===== src/rtl/wav_buffer_filler.sv =====
// WAV stream front end: validates the canonical 44-byte header, publishes the format,
// then streams PCM bytes into alternating halves of the codec's ping-pong sample RAM.
module wav_buffer_filler #(
  parameter int BUFFER_SIZE_BYTES = 512,
  parameter int BUFFER_ADDR_BITS  = 9,
  parameter int HEADER_BYTES      = 44
) (
  input  logic                        clk,
  input  logic                        rst,
  input  logic [7:0]                  src_data_i,
  input  logic                        src_valid_i,
  input  logic                        src_last_i,
  output logic                        src_ready_o,
  output logic [31:0]                 wav_info_sampling_rate_o,
  output logic [7:0]                  wav_info_audio_channels_o,
  output logic                        wav_info_valid_o,
  output logic                        wav_header_error_o,
  output logic                        fill_buffer_we_o,
  output logic                        fill_buffer_sel_o,
  output logic [BUFFER_ADDR_BITS-1:0] fill_buffer_addr_o,
  output logic [7:0]                  fill_buffer_data_o,
  input  logic                        codec_buffer_empty_i,
  output logic                        codec_buffer_empty_ack_o,
  output logic                        codec_buffer_filled_o,
  output logic                        play_done_o
);

  typedef enum logic [2:0] {
    S_HEADER, S_WAIT_EMPTY, S_FILL, S_PAD, S_FULL, S_DONE, S_ERROR
  } state_t;

  localparam logic [BUFFER_ADDR_BITS-1:0] LAST_ADDR = BUFFER_ADDR_BITS'(BUFFER_SIZE_BYTES - 1);
  localparam logic [BUFFER_ADDR_BITS-1:0] ADDR_ONE  = BUFFER_ADDR_BITS'(1);
  localparam logic [5:0]                  LAST_HDR  = 6'(HEADER_BYTES - 1);

  state_t                      state_q, state_d;
  logic [5:0]                  hdr_cnt_q, hdr_cnt_d;
  logic [BUFFER_ADDR_BITS-1:0] wr_addr_q, wr_addr_d;
  logic                        last_buf_q, last_buf_d;
  logic                        ready_q, ready_d;
  logic [31:0]                 rate_q, rate_d;
  logic [7:0]                  chan_q, chan_d;
  logic                        info_valid_q, info_valid_d;
  logic                        hdr_err_q, hdr_err_d;
  logic                        we_q, we_d;
  logic                        sel_q, sel_d;
  logic [BUFFER_ADDR_BITS-1:0] addr_q, addr_d;
  logic [7:0]                  data_q, data_d;
  logic                        ack_q, ack_d;
  logic                        filled_q, filled_d;
  logic                        done_q, done_d;

  logic accept;
  logic respond;
  logic at_last_addr;
  logic hdr_ok;

  assign accept       = src_valid_i && ready_q;
  assign at_last_addr = (wr_addr_q == LAST_ADDR);
  // In FULL the request is only honoured once the filled flag has actually been published.
  assign respond      = codec_buffer_empty_i &&
                        ((state_q == S_WAIT_EMPTY) || ((state_q == S_FULL) && filled_q));

  always_comb begin
    hdr_ok = 1'b1;
    case (hdr_cnt_q)
      6'd0:        hdr_ok = (src_data_i == 8'h52);
      6'd1:        hdr_ok = (src_data_i == 8'h49);
      6'd2, 6'd3:  hdr_ok = (src_data_i == 8'h46);
      6'd8:        hdr_ok = (src_data_i == 8'h57);
      6'd9:        hdr_ok = (src_data_i == 8'h41);
      6'd10:       hdr_ok = (src_data_i == 8'h56);
      6'd11:       hdr_ok = (src_data_i == 8'h45);
      6'd22:       hdr_ok = (src_data_i == 8'd1) || (src_data_i == 8'd2);
      6'd23, 6'd35: hdr_ok = (src_data_i == 8'h00);
      6'd34:       hdr_ok = (src_data_i == 8'h10);
      default:     hdr_ok = 1'b1;
    endcase
  end

  // NOTE: synchronous reset clears only control/output flops; there is no storage array to clear.
  always_ff @(posedge clk) begin
    if (rst) begin
      state_q      <= S_HEADER;
      hdr_cnt_q    <= '0;
      wr_addr_q    <= '0;
      last_buf_q   <= 1'b0;
      ready_q      <= 1'b0;
      rate_q       <= '0;
      chan_q       <= '0;
      info_valid_q <= 1'b0;
      hdr_err_q    <= 1'b0;
      we_q         <= 1'b0;
      sel_q        <= 1'b0;
      addr_q       <= '0;
      data_q       <= '0;
      ack_q        <= 1'b0;
      filled_q     <= 1'b0;
      done_q       <= 1'b0;
    end else begin
      // NOTE: non-blocking assignments so every flop samples the pre-edge value of its _d.
      state_q      <= state_d;
      hdr_cnt_q    <= hdr_cnt_d;
      wr_addr_q    <= wr_addr_d;
      last_buf_q   <= last_buf_d;
      ready_q      <= ready_d;
      rate_q       <= rate_d;
      chan_q       <= chan_d;
      info_valid_q <= info_valid_d;
      hdr_err_q    <= hdr_err_d;
      we_q         <= we_d;
      sel_q        <= sel_d;
      addr_q       <= addr_d;
      data_q       <= data_d;
      ack_q        <= ack_d;
      filled_q     <= filled_d;
      done_q       <= done_d;
    end
  end

  always_comb begin
    // NOTE: default first, so no path through the case leaves state_d unassigned (no latch).
    state_d = state_q;
    case (state_q)
      S_HEADER: begin
        if (accept) begin
          if (!hdr_ok || src_last_i)     state_d = S_ERROR;
          else if (hdr_cnt_q == LAST_HDR) state_d = S_WAIT_EMPTY;
        end
      end
      S_WAIT_EMPTY, S_FULL: begin
        if (respond) state_d = last_buf_q ? S_DONE : S_FILL;
      end
      S_FILL: begin
        if (accept) begin
          if (at_last_addr)    state_d = S_FULL;
          else if (src_last_i) state_d = S_PAD;
        end
      end
      S_PAD: begin
        if (at_last_addr) state_d = S_FULL;
      end
      default: state_d = state_q;
    endcase
  end

  always_comb begin
    hdr_cnt_d    = hdr_cnt_q;
    wr_addr_d    = wr_addr_q;
    last_buf_d   = last_buf_q;
    rate_d       = rate_q;
    chan_d       = chan_q;
    info_valid_d = info_valid_q;
    hdr_err_d    = hdr_err_q;
    we_d         = 1'b0;
    sel_d        = sel_q;
    addr_d       = addr_q;
    data_d       = data_q;
    ack_d        = 1'b0;
    filled_d     = filled_q;
    done_d       = done_q;
    ready_d      = (state_d == S_HEADER) || (state_d == S_FILL);

    case (state_q)
      S_HEADER: begin
        if (accept) begin
          hdr_cnt_d = hdr_cnt_q + 6'd1;
          if (hdr_cnt_q == 6'd22) chan_d = src_data_i;
          if (hdr_cnt_q >= 6'd24 && hdr_cnt_q <= 6'd27)
            rate_d[{hdr_cnt_q[1:0], 3'b000} +: 8] = src_data_i;
          if (state_d == S_ERROR)           hdr_err_d    = 1'b1;
          else if (state_d == S_WAIT_EMPTY) info_valid_d = 1'b1;
        end
      end
      S_WAIT_EMPTY, S_FULL: begin
        // filled follows the final write of the half by one cycle, whether data or pad.
        if (state_q == S_FULL && we_q && addr_q == LAST_ADDR) filled_d = 1'b1;
        if (respond) begin
          ack_d     = 1'b1;
          filled_d  = 1'b0;
          sel_d     = ~sel_q;
          wr_addr_d = '0;
          addr_d    = '0;
          if (last_buf_q) done_d = 1'b1;
        end
      end
      S_FILL: begin
        if (accept) begin
          we_d   = 1'b1;
          data_d = src_data_i;
          addr_d = wr_addr_q;
          if (!at_last_addr) wr_addr_d = wr_addr_q + ADDR_ONE;
          if (src_last_i)    last_buf_d = 1'b1;
        end
      end
      S_PAD: begin
        we_d   = 1'b1;
        data_d = 8'h00;
        addr_d = wr_addr_q;
        if (!at_last_addr) wr_addr_d = wr_addr_q + ADDR_ONE;
      end
      default: ;
    endcase
  end

  assign src_ready_o               = ready_q;
  assign wav_info_sampling_rate_o  = rate_q;
  assign wav_info_audio_channels_o = chan_q;
  assign wav_info_valid_o          = info_valid_q;
  assign wav_header_error_o        = hdr_err_q;
  assign fill_buffer_we_o          = we_q;
  assign fill_buffer_sel_o         = sel_q;
  assign fill_buffer_addr_o        = addr_q;
  assign fill_buffer_data_o        = data_q;
  assign codec_buffer_empty_ack_o  = ack_q;
  assign codec_buffer_filled_o     = filled_q;
  assign play_done_o               = done_q;

endmodule


===== config.mk =====
export PLATFORM = sky130hd
export DESIGN_NAME = wav_buffer_filler
export DESIGN_NICKNAME = d
export VERILOG_FILES = /design/src/rtl/wav_buffer_filler.sv
export SDC_FILE = /design/constraint.sdc
export NUM_CORES = 1
export LEC_CHECK = 0
export ABC_CLOCK_PERIOD_IN_PS = 2300
export CORE_MARGIN = 2
export CORE_UTILIZATION = 30
export DETAILED_ROUTE_END_ITERATION = 12
export GPL_ROUTABILITY_DRIVEN = 0
export SLEW_MARGIN = 20
export SYNTH_ARGS = -nofsm -noshare
export SYNTH_HDL_FRONTEND = slang
export SYNTH_SLANG_ARGS = --single-unit

===== constraint.sdc =====
create_clock -name clk -period 2.3 [get_ports clk]
set_input_delay 0.46 -clock clk [delete_from_list [all_inputs] [get_ports clk]]
set_output_delay 0.46 -clock clk [all_outputs]
set_load 0.01 [all_outputs]

==> flow_summary.ini, run 1 <==
[detailed_routing]
ant_nets = 0
dr.pass1.iters = 4
drt_iter0_markers = 187
vias = 3608
routed_wl_um = 11390
vias_per_cell = 4.916
drc_errors = 0
wl_per_cell_um = 15.52

[placement]
dpl.hpwl_um = 8073
portBuffers = 77
placedInstanceArea_mm2 = 0.004946

[floorplanning]
rows = 41
ioPinCount = 78
die-area_mm2 = 0.01400
dieHeight_um = 118.3
core_area_mm2 = 0.01267
die_w_um = 118.3
start_util = 0.3094

[timing]
finalCritPeriodShare = 0.9969
fmax_mhz = 436.1
min_period_ns = 2.293
relSlewSlack = 0.5702
setup_viol = 0
skew_ns = 0.007353
tightest_slew_ns = 0.6423
hold_viol_final = 0
slew_viol_final = 0
rsz0062_at_grt = true

[synthesis]
synth_top_area_share = 0.4290
ys_warn_count = 0
synthCells = 464
ys_seq_area_frac = 0.4290
synth_area_leaders = dfxtp_1 43%, a21oi_1 7.1%, nand2_1 5.6%
async_flop_share = 0
netlist_area_mm2 = 0.003920
syn_area_per_cell_um2 = 8.448
synthFlopType = dfxtp_1
synthDistinctLibCells = 61
synth_top_cell_by_area = dfxtp_1
yosys.cell_count.top_type = dfxtp_1
synth_seq_cells = 84
synth-edff-count = 0
synth_common_cells = 84 x dfxtp_1, 59 x nand2_1, 56 x a21oi_1
syn_nets = 484

[clock_network]
cts_buffer_depth = 2
clock-root-buffer = clkbuf_16
hold_buffers = 0
cts.sinks = 84
htree_levels = 3
clk_latency_ns = 0.34
cts_made_buffers = 9
clkSlewWorstSetupHoldPaths_ns = 0.07
cts_tree = yes

[setup_path]
cp-end-kind = register
arrival_ns = 2.57
worst-path-max-fanout = 5
cp_num_buf_inv = 0
ff2ff_setup_slack_ns = 0.007
max_stage_delay_ns = 0.42
crit_type = reg -> reg
cpLargestDelayFamily = compound AO/OA/AOI/OAI gates
start_kind = register
path_cells = ha_1 > or3b_4 > a21o_1 > a2111oi_4 > a211oi_2 > o31ai_4 > and4bb_1
worst_path_max_delay_cell = a2111oi_4
worst_ep_required_time_ns = 2.58

[flow_run]
drv_cap = 0

[global_routing]
overflow = 0
grt.total_usage = 0.1615
grt_max_degree = 36
grt_first_pass_wirelength_um = 18150
antenna_found_initial = 0
grt_pass1_vias = 3492

[hold_path]
hp-class = reg -> reg

[layout]
fin_nets = 576
fin_area_mm2 = 0.005420
drive_gt1_frac = 0.1497
area_growth_pct = 38.27

[pwr]
power.leakage_nw = 1.839
power_mw = 3.392
power.density_mw_per_mm2 = 625.9
max-vdd-ir-drop_v = 0.0003219

[status]
run_status = finished clean
layout by cell type, fill, tap and decap left out, types with 4 or more instances in the layout:
cell type        Yosys  final
a21oi_1             56     56
a22oi_1              9      9
buf_4                3     38
clkbuf_16            0      9
clkdlybuf4s50_1      0     76
dfxtp_1             84     82
ha_1                 7      4
inv_1                6      5
mux2i_1             10     10
nand2_1             59     59
nand2b_1             9      9
nand3_1             44     44
nand3b_1             4      4
nand4_1              6      6
nor2_1              41     41
nor2b_1              6      6
nor3_1               6      5
nor3b_1              6      6
o21ai_0             12     12
xnor2_1              5      5
xor2_1               8      8
kinds of logic (layout without fill, tap and decap cells):
group	Yosys count	count (layout)	synth area share
simple gates	211	211	0.2796
buf+inv	40	137	0.05713
flops	84	84	0.4290
compound gates	99	99	0.1574
other cells	0	1	0
fa+ha+maj	7	7	0.02234
mux	10	10	0.02554
xor+xnor	13	13	0.02905
stage by stage:
step                      TNS (ns)  std cells  hold slack (ns)  setup slack, ns  utilization
after floorplan                  0        464           0.4494          0.01193            -
after global placement           0        711           0.4404         0.001729       0.3903
after detailed placement  -0.07374        711           0.4473         -0.04922       0.3903
after CTS                        0        727           0.4596          0.02947       0.4184
after global routing       -0.1556        733           0.4792         -0.07019       0.4276
final                            0        734           0.4557         0.007180       0.4278
cell type report:
cell class	instances	area, µm²
antenna	1	2.502
clock buffer	10	229.0
clock inverter	6	96.34
fill	1287	7251
inverter	6	27.53
multi-input combinational	340	2110
sequential	84	1689
tap	172	215.2
timing repair buffer	115	1051
registers in the layout (all words and copies together) (netlist names):
name                       cells
fill_buffer_we_o               1
fill_buffer_sel_o              1
last_buf_q                     1
codec_buffer_filled_o          1
state_q                        3
wav_header_error_o             1
fill_buffer_addr_o             9
wav_info_valid_o               1
hdr_cnt_q                      6
src_ready_o                    1
wav_info_sampling_rate_o      32
play_done_o                    1
fill_buffer_data_o             8
wr_addr_q                      9
codec_buffer_empty_ack_o       1
wav_info_audio_channels_o      8
routing by layer:
| metal | global-route usage | share of wire | vias to the layer above |
|---|---|---|---|
| li1 | - | - | 1799 |
| met1 | 0.2108 | 0.47 | 1696 |
| met2 | 0.2457 | 0.45 | 99 |
| met3 | 0.05116 | 0.068 | 14 |
| met4 | 0.06627 | 0.013 | 0 |
| met5 | 0 | 0 | - |
repair_timing:
item                       in CTS  in global routing
pin swaps                       0                  6
setup endpoints to repair       4                  4
buffers inserted                0                  6
gates resized for setup         8                 14
worst paths after layout:
| check | depth (start not counted) | startpoint | endpoint |
|---|---|---|---|
| setup / recovery | 7 | hdr_cnt_q[0]$_SDFFE_PP0P_ | src_ready_o$_SDFF_PP0_ |
| hold / removal | 2 | wav_info_sampling_rate_o[31]$_SDFFE_PP0P_ | wav_info_sampling_rate_o[31]$_SDFFE_PP0P_ |
| setup reg to reg | 7 | hdr_cnt_q[0]$_SDFFE_PP0P_ | src_ready_o$_SDFF_PP0_ |
| hold reg to reg | 2 | wav_info_sampling_rate_o[31]$_SDFFE_PP0P_ | wav_info_sampling_rate_o[31]$_SDFFE_PP0P_ |
worst register-to-register path: stages (launching register included):
cell	delay, ns
dfxtp_4	0.39
ha_1	0.18
or3b_4	0.39
a21o_1	0.22
a2111oi_4	0.42
a211oi_2	0.10
o31ai_4	0.31
and4bb_1	0.22
where the power goes:
group          switching, mW  internal [mW]
sequential            0.0231           1.47
clock                  0.628          0.966
combinational          0.174          0.134
total                  0.825           2.57
No activity file was read; power rests on OpenSTA's default activity.
==> inputs of run 2 (changes only) <==
--- a/config.mk
+++ b/config.mk
@@ -10,7 +10,7 @@
 export CORE_UTILIZATION = 30
 export DETAILED_ROUTE_END_ITERATION = 12
 export GPL_ROUTABILITY_DRIVEN = 0
-export SLEW_MARGIN = 20
+export PLACE_DENSITY = 0.59
 export SYNTH_ARGS = -nofsm -noshare
 export SYNTH_HDL_FRONTEND = slang
 export SYNTH_SLANG_ARGS = --single-unit
==> flow_summary.ini, run 2 (synthesized netlist as in run 1, its figures left out) <==
[setup_path]
arrival_ns = 2.51
reg2reg_to = src_ready_o$_SDFF_PP0_
crit_type = reg -> reg
cp-end-kind = register
worst-path-max-fanout = 5
start_kind = register
reg2reg_depth = 8
worst_ep_required_time_ns = 2.58
ff2ff_setup_slack_ns = 0.08
reg2reg_from = hdr_cnt_q[0]$_SDFFE_PP0P_

[timing]
fmax_mhz = 450.2
tightest_slew_ns = 0.6330
slew_viol_final = 0
finalCritPeriodShare = 0.9658
skew_ns = 0.01331
rsz0062_at_grt = true
setup_viol = 0
setup-tns-final_ns = 0
relSlewSlack = 0.5765
min_period_ns = 2.221
hold_viol_final = 0

[global_routing]
grt_first_pass_wirelength_um = 17930
antenna_found_initial = 0
grt.total_usage = 0.1591
overflow = 0
grt_pass1_vias = 3488
grt_max_degree = 33

[layout]
largest_register_ffs = 32
final_common_cell = dfxtp_1
mostFrequentLayoutCells = 81 x dfxtp_1, 76 x clkdlybuf4s50_1, 59 x nand2_1
fin_nets = 570
area_growth_pct = 34.92
stdcell_count = 727
diodes = 0
drive_gt1_frac = 0.1315

[flow_run]
drv_cap = 0

[placement]
portBuffers = 77
numPlacedInstances = 709
dpl.hpwl_um = 7957

[pwr]
max-vdd-ir-drop_v = 0.0003112
power_mw = 3.151
power.leakage_nw = 1.787
power.density_mw_per_mm2 = 595.7

[floorplanning]
dieHeight_um = 118.3
ioPinCount = 78
die_w_um = 118.3
start_util = 0.3094
core_area_mm2 = 0.01267
rows = 41
die-area_mm2 = 0.01400

[clock_network]
clkSlewWorstSetupHoldPaths_ns = 0.07
clock-root-buffer = clkbuf_16
cts_buffer_depth = 2
cts.sinks = 84
htree_levels = 3
cts_tree = yes
cts_made_buffers = 9
clk_latency_ns = 0.35
hold_buffers = 0

[detailed_routing]
vias_per_cell = 4.979
vias = 3620
drc_errors = 0
wl_per_cell_um = 15.30
ant_nets = 0
routed_wl_um = 11120
drt_iter0_markers = 263
dr.pass1.iters = 4

[hold_path]
worstHoldEndpoint = wav_info_sampling_rate_o[28]$_SDFFE_PP0P_
hp-class = reg -> reg
hold_start = wav_info_sampling_rate_o[28]$_SDFFE_PP0P_
min_path_cells = 2

[status]
run_status = finished clean
-- run 2: cell count changes in the layout (fill, tap and decap cells not counted), sizes merged --
cell	previous run	this run
bufinv	2	0
clkinvlp	1	0
buf	39	33
diode	1	0
clkinv	1	3
inv	8	9
-- run 2: metal layers --
metal | track usage | vias to the layer above | share of wire
met1 | 0.2053 | 1702 | 0.46
met5 | 0 | - | 0
li1 | - | 1792 | -
met3 | 0.05550 | 12 | 0.079
met2 | 0.2464 | 114 | 0.45
met4 | 0.05422 | 0 | 0.012
-- run 2: critical path: stages (launching register included) --
cell and delay, ns:
dfxtp_4 0.37, inv_4 0.07, ha_4 0.14, or3b_1 0.35
o22ai_2 0.14, or4b_4 0.48, o311a_4 0.15, o31ai_4 0.24
and4bb_1 0.22
-- run 2: how the worst max path moves through the flow --
stage	slack, ns	to	cells past startpoint	start
global placement	0.002	src_ready_o$_SDFF_PP0_	8	hdr_cnt_q[0]$_SDFFE_PP0P_
floorplan	0.01	src_ready_o$_SDFF_PP0_	9	hdr_cnt_q[0]$_SDFFE_PP0P_
global route	-0.01	src_ready_o$_SDFF_PP0_	8	hdr_cnt_q[0]$_SDFFE_PP0P_
CTS	0.03	src_ready_o$_SDFF_PP0_	8	hdr_cnt_q[0]$_SDFFE_PP0P_
detailed placement	-0.06	src_ready_o$_SDFF_PP0_	9	hdr_cnt_q[0]$_SDFFE_PP0P_
finish	0.08	src_ready_o$_SDFF_PP0_	8	hdr_cnt_q[0]$_SDFFE_PP0P_
-- run 2: final cells by class --
class | instances | area [µm²]
sequential | 84 | 1690
tap | 172 | 215.2
multi-input combinational | 340 | 2063
clock inverter | 6 | 47.55
clock buffer | 10 | 229.0
timing repair buffer | 109 | 1018
inverter | 6 | 25.02
fill | 1276 | 7382
-- run 2: where the power goes --
part / total, mW / switching [mW] / leakage (nW) / internal [mW]
combinational: 0.290 / 0.165 / 0.968 / 0.125
clock: 1.37 / 0.623 / 0.139 / 0.745
sequential: 1.49 / 0.0242 / 0.679 / 1.47
-- run 2: timing repair --
item,4_1_cts,5_1_grt
gates resized for setup,6,7
pin swaps,1,7
buffers inserted,0,2
endpoints found under the setup margin,4,4
endpoints found under the hold margin,0,0
-- run 2: per-stage QoR --
step	setup WS [ns]	area, µm²	hold WS (ns)	utilization
3_5_place_dp	-0.06049	4943	0.4454	0.3901
2_1_floorplan	0.01193	3926	0.4494	-
6_report	0.07858	5289	0.4528	0.4174
5_1_grt	-0.01306	5289	0.4696	0.4174
4_1_cts	0.02809	5239	0.4583	0.4134
3_3_place_gp	0.002133	4943	0.4427	0.3901
==> inputs of run 3 (changes only) <==
--- a/config.mk
+++ b/config.mk
@@ -11,6 +11,7 @@
 export DETAILED_ROUTE_END_ITERATION = 12
 export GPL_ROUTABILITY_DRIVEN = 0
 export PLACE_DENSITY = 0.59
+export SETUP_SLACK_MARGIN = 0.3
 export SYNTH_ARGS = -nofsm -noshare
 export SYNTH_HDL_FRONTEND = slang
 export SYNTH_SLANG_ARGS = --single-unit
==> flow_summary.ini, run 3 (synthesized netlist as in run 1, its figures left out) <==
[timing]
relSlewSlack = 0.6019
skew_ns = 0.008252
tightest_slew_ns = 0.5949
whs_ns = 0.4572
setup_viol = 0
hold_viol_final = 0
fmax_mhz = 444.9
slew_viol_final = 0
min_period_ns = 2.248
rsz0062_at_grt = true
finalCritPeriodShare = 0.9774

[floorplanning]
rows = 41
die_w_um = 118.3
die-area_mm2 = 0.01400
core_area_mm2 = 0.01267
start_util = 0.3094
ioPinCount = 78
dieHeight_um = 118.3

[status]
run_status = finished clean

[detailed_routing]
dr.pass1.iters = 4
ant_nets = 0
drt_iter0_markers = 207
drc_errors = 0
wl_per_cell_um = 15.14
vias_per_cell = 4.914
routed_wl_um = 11040
vias = 3582

[setup_path]
reg2reg_to = src_ready_o$_SDFF_PP0_
start_kind = register
cp-end-kind = register
worst_ep_required_time_ns = 2.58
arrival_ns = 2.53
reg2reg_depth = 8
ff2ff_setup_slack_ns = 0.05
crit_type = reg -> reg
reg2reg_from = hdr_cnt_q[0]$_SDFFE_PP0P_
worst-path-max-fanout = 5

[placement]
dpl.hpwl_um = 7962
numPlacedInstances = 710
placedInstanceArea_mm2 = 0.004952
portBuffers = 77

[global_routing]
grt.total_usage = 0.1589
grt_pass1_vias = 3533
antenna_found_initial = 0
grt_first_pass_wirelength_um = 18050
overflow = 0
grt_max_degree = 32

[pwr]
power.leakage_nw = 1.815
switching_power_uw = 802.5
swShare = 0.2365
clkPwrFrac = 0.474
max-vdd-ir-drop_v = 0.0003976
pwr-share-seq = 0.438
comb_power_share = 0.087
power_mw = 3.393
p_int_mw = 2.591
power.density_mw_per_mm2 = 630.2

[layout]
regArea_mm2 = 0.001693
area_growth_pct = 37.34
largest_register_ffs = 32
final_common_cell = dfxtp_1
fin_area_mm2 = 0.005384
mostFrequentLayoutCells = 77 x dfxtp_1, 76 x clkdlybuf4s50_1, 59 x nand2_1
drive_gt1_frac = 0.1616
diodes = 0
stdcell_count = 729
fin_nets = 572
multi_input_area_mm2 = 0.002083
fillers = 1287

[clock_network]
htree_levels = 3
hold_buffers = 0
cts.sinks = 84
clkSlewWorstSetupHoldPaths_ns = 0.07
clk_latency_ns = 0.34
cts_tree = yes
clock-root-buffer = clkbuf_16
cts_buffer_depth = 2
cts_made_buffers = 9

[hold_path]
min_path_cells = 2
hold_start = wav_info_sampling_rate_o[26]$_SDFFE_PP0P_
worstHoldEndpoint = wav_info_sampling_rate_o[26]$_SDFFE_PP0P_
hp-class = reg -> reg

[flow_run]
drv_cap = 0
## run 3: changes by cell type in the layout (fill, tap and decap cells not counted), moves of 3 or more
cell | before | now
dfxtp_1 | 81 | 77
and2_2 | 1 | 4
ha_1 | 6 | 2
ha_2 | 0 | 3
dfxtp_2 | 1 | 6
and2_1 | 3 | 0
## run 3: stage by stage
step           TNS [ns]  setup WS (ns)  utilization
4_1_cts               0        0.01024       0.4222
5_1_grt        -0.02227       -0.02219       0.4249
3_3_place_gp          0       0.008506       0.3908
2_1_floorplan         0        0.08731            -
3_5_place_dp    -0.1058       -0.04348       0.3908
6_report              0        0.05206       0.4249
## run 3: worst max-delay path by stage
stage | start | end | slack (ns)
global route | hdr_cnt_q[0]$_SDFFE_PP0P_ | src_ready_o$_SDFF_PP0_ | -0.02
detailed placement | hdr_cnt_q[0]$_SDFFE_PP0P_ | src_ready_o$_SDFF_PP0_ | -0.04
CTS | hdr_cnt_q[0]$_SDFFE_PP0P_ | src_ready_o$_SDFF_PP0_ | 0.01
finish | hdr_cnt_q[0]$_SDFFE_PP0P_ | src_ready_o$_SDFF_PP0_ | 0.05
floorplan | hdr_cnt_q[0]$_SDFFE_PP0P_ | src_ready_o$_SDFF_PP0_ | 0.09
global placement | hdr_cnt_q[0]$_SDFFE_PP0P_ | src_ready_o$_SDFF_PP0_ | 0.009
## run 3: timing repair
action / CTS / global route
hold endpoints to repair: 0 / 0
setup endpoints to repair: 4 / 42
resized for setup: 10 / 15
setup buffers: 3 / 0
pin swaps: 4 / 5
## run 3: final cells by class
class                           instances  area share
Tap cell                              172     0.03997
Inverter                                6    0.004648
Clock buffer                           10     0.04439
Sequential cell                        84      0.3144
Multi-Input combinational cell        340      0.3869
Clock inverter                          6     0.01766
Timing Repair Buffer                  111      0.1920
## run 3: power by group through the flow
stage	Sequential (mW)	Combinational [mW]	Clock, mW
finish	1.49	0.296	1.61
global route	1.49	0.323	1.71
CTS	1.49	0.297	1.64
detailed placement	1.52	0.282	0
global placement	1.52	0.280	0
floorplan	1.52	0.166	0
## run 3: per-layer routing
metal | global-route usage | wire length, µm | vias up
met1 | 0.2019 | 4986 | 1671
met2 | 0.2471 | 4987 | 102
met5 | 0 | 0 | -
met3 | 0.06081 | 877 | 16
met4 | 0.05120 | 183 | 0
li1 | - | - | 1793
## run 3: critical path, stage by stage (launching register included)
cell	delay (ns)
dfxtp_4	0.37
inv_4	0.07
ha_4	0.12
or3b_1	0.35
o22ai_2	0.12
or4b_4	0.48
o311a_4	0.15
o31ai_4	0.30
and4bb_1	0.22
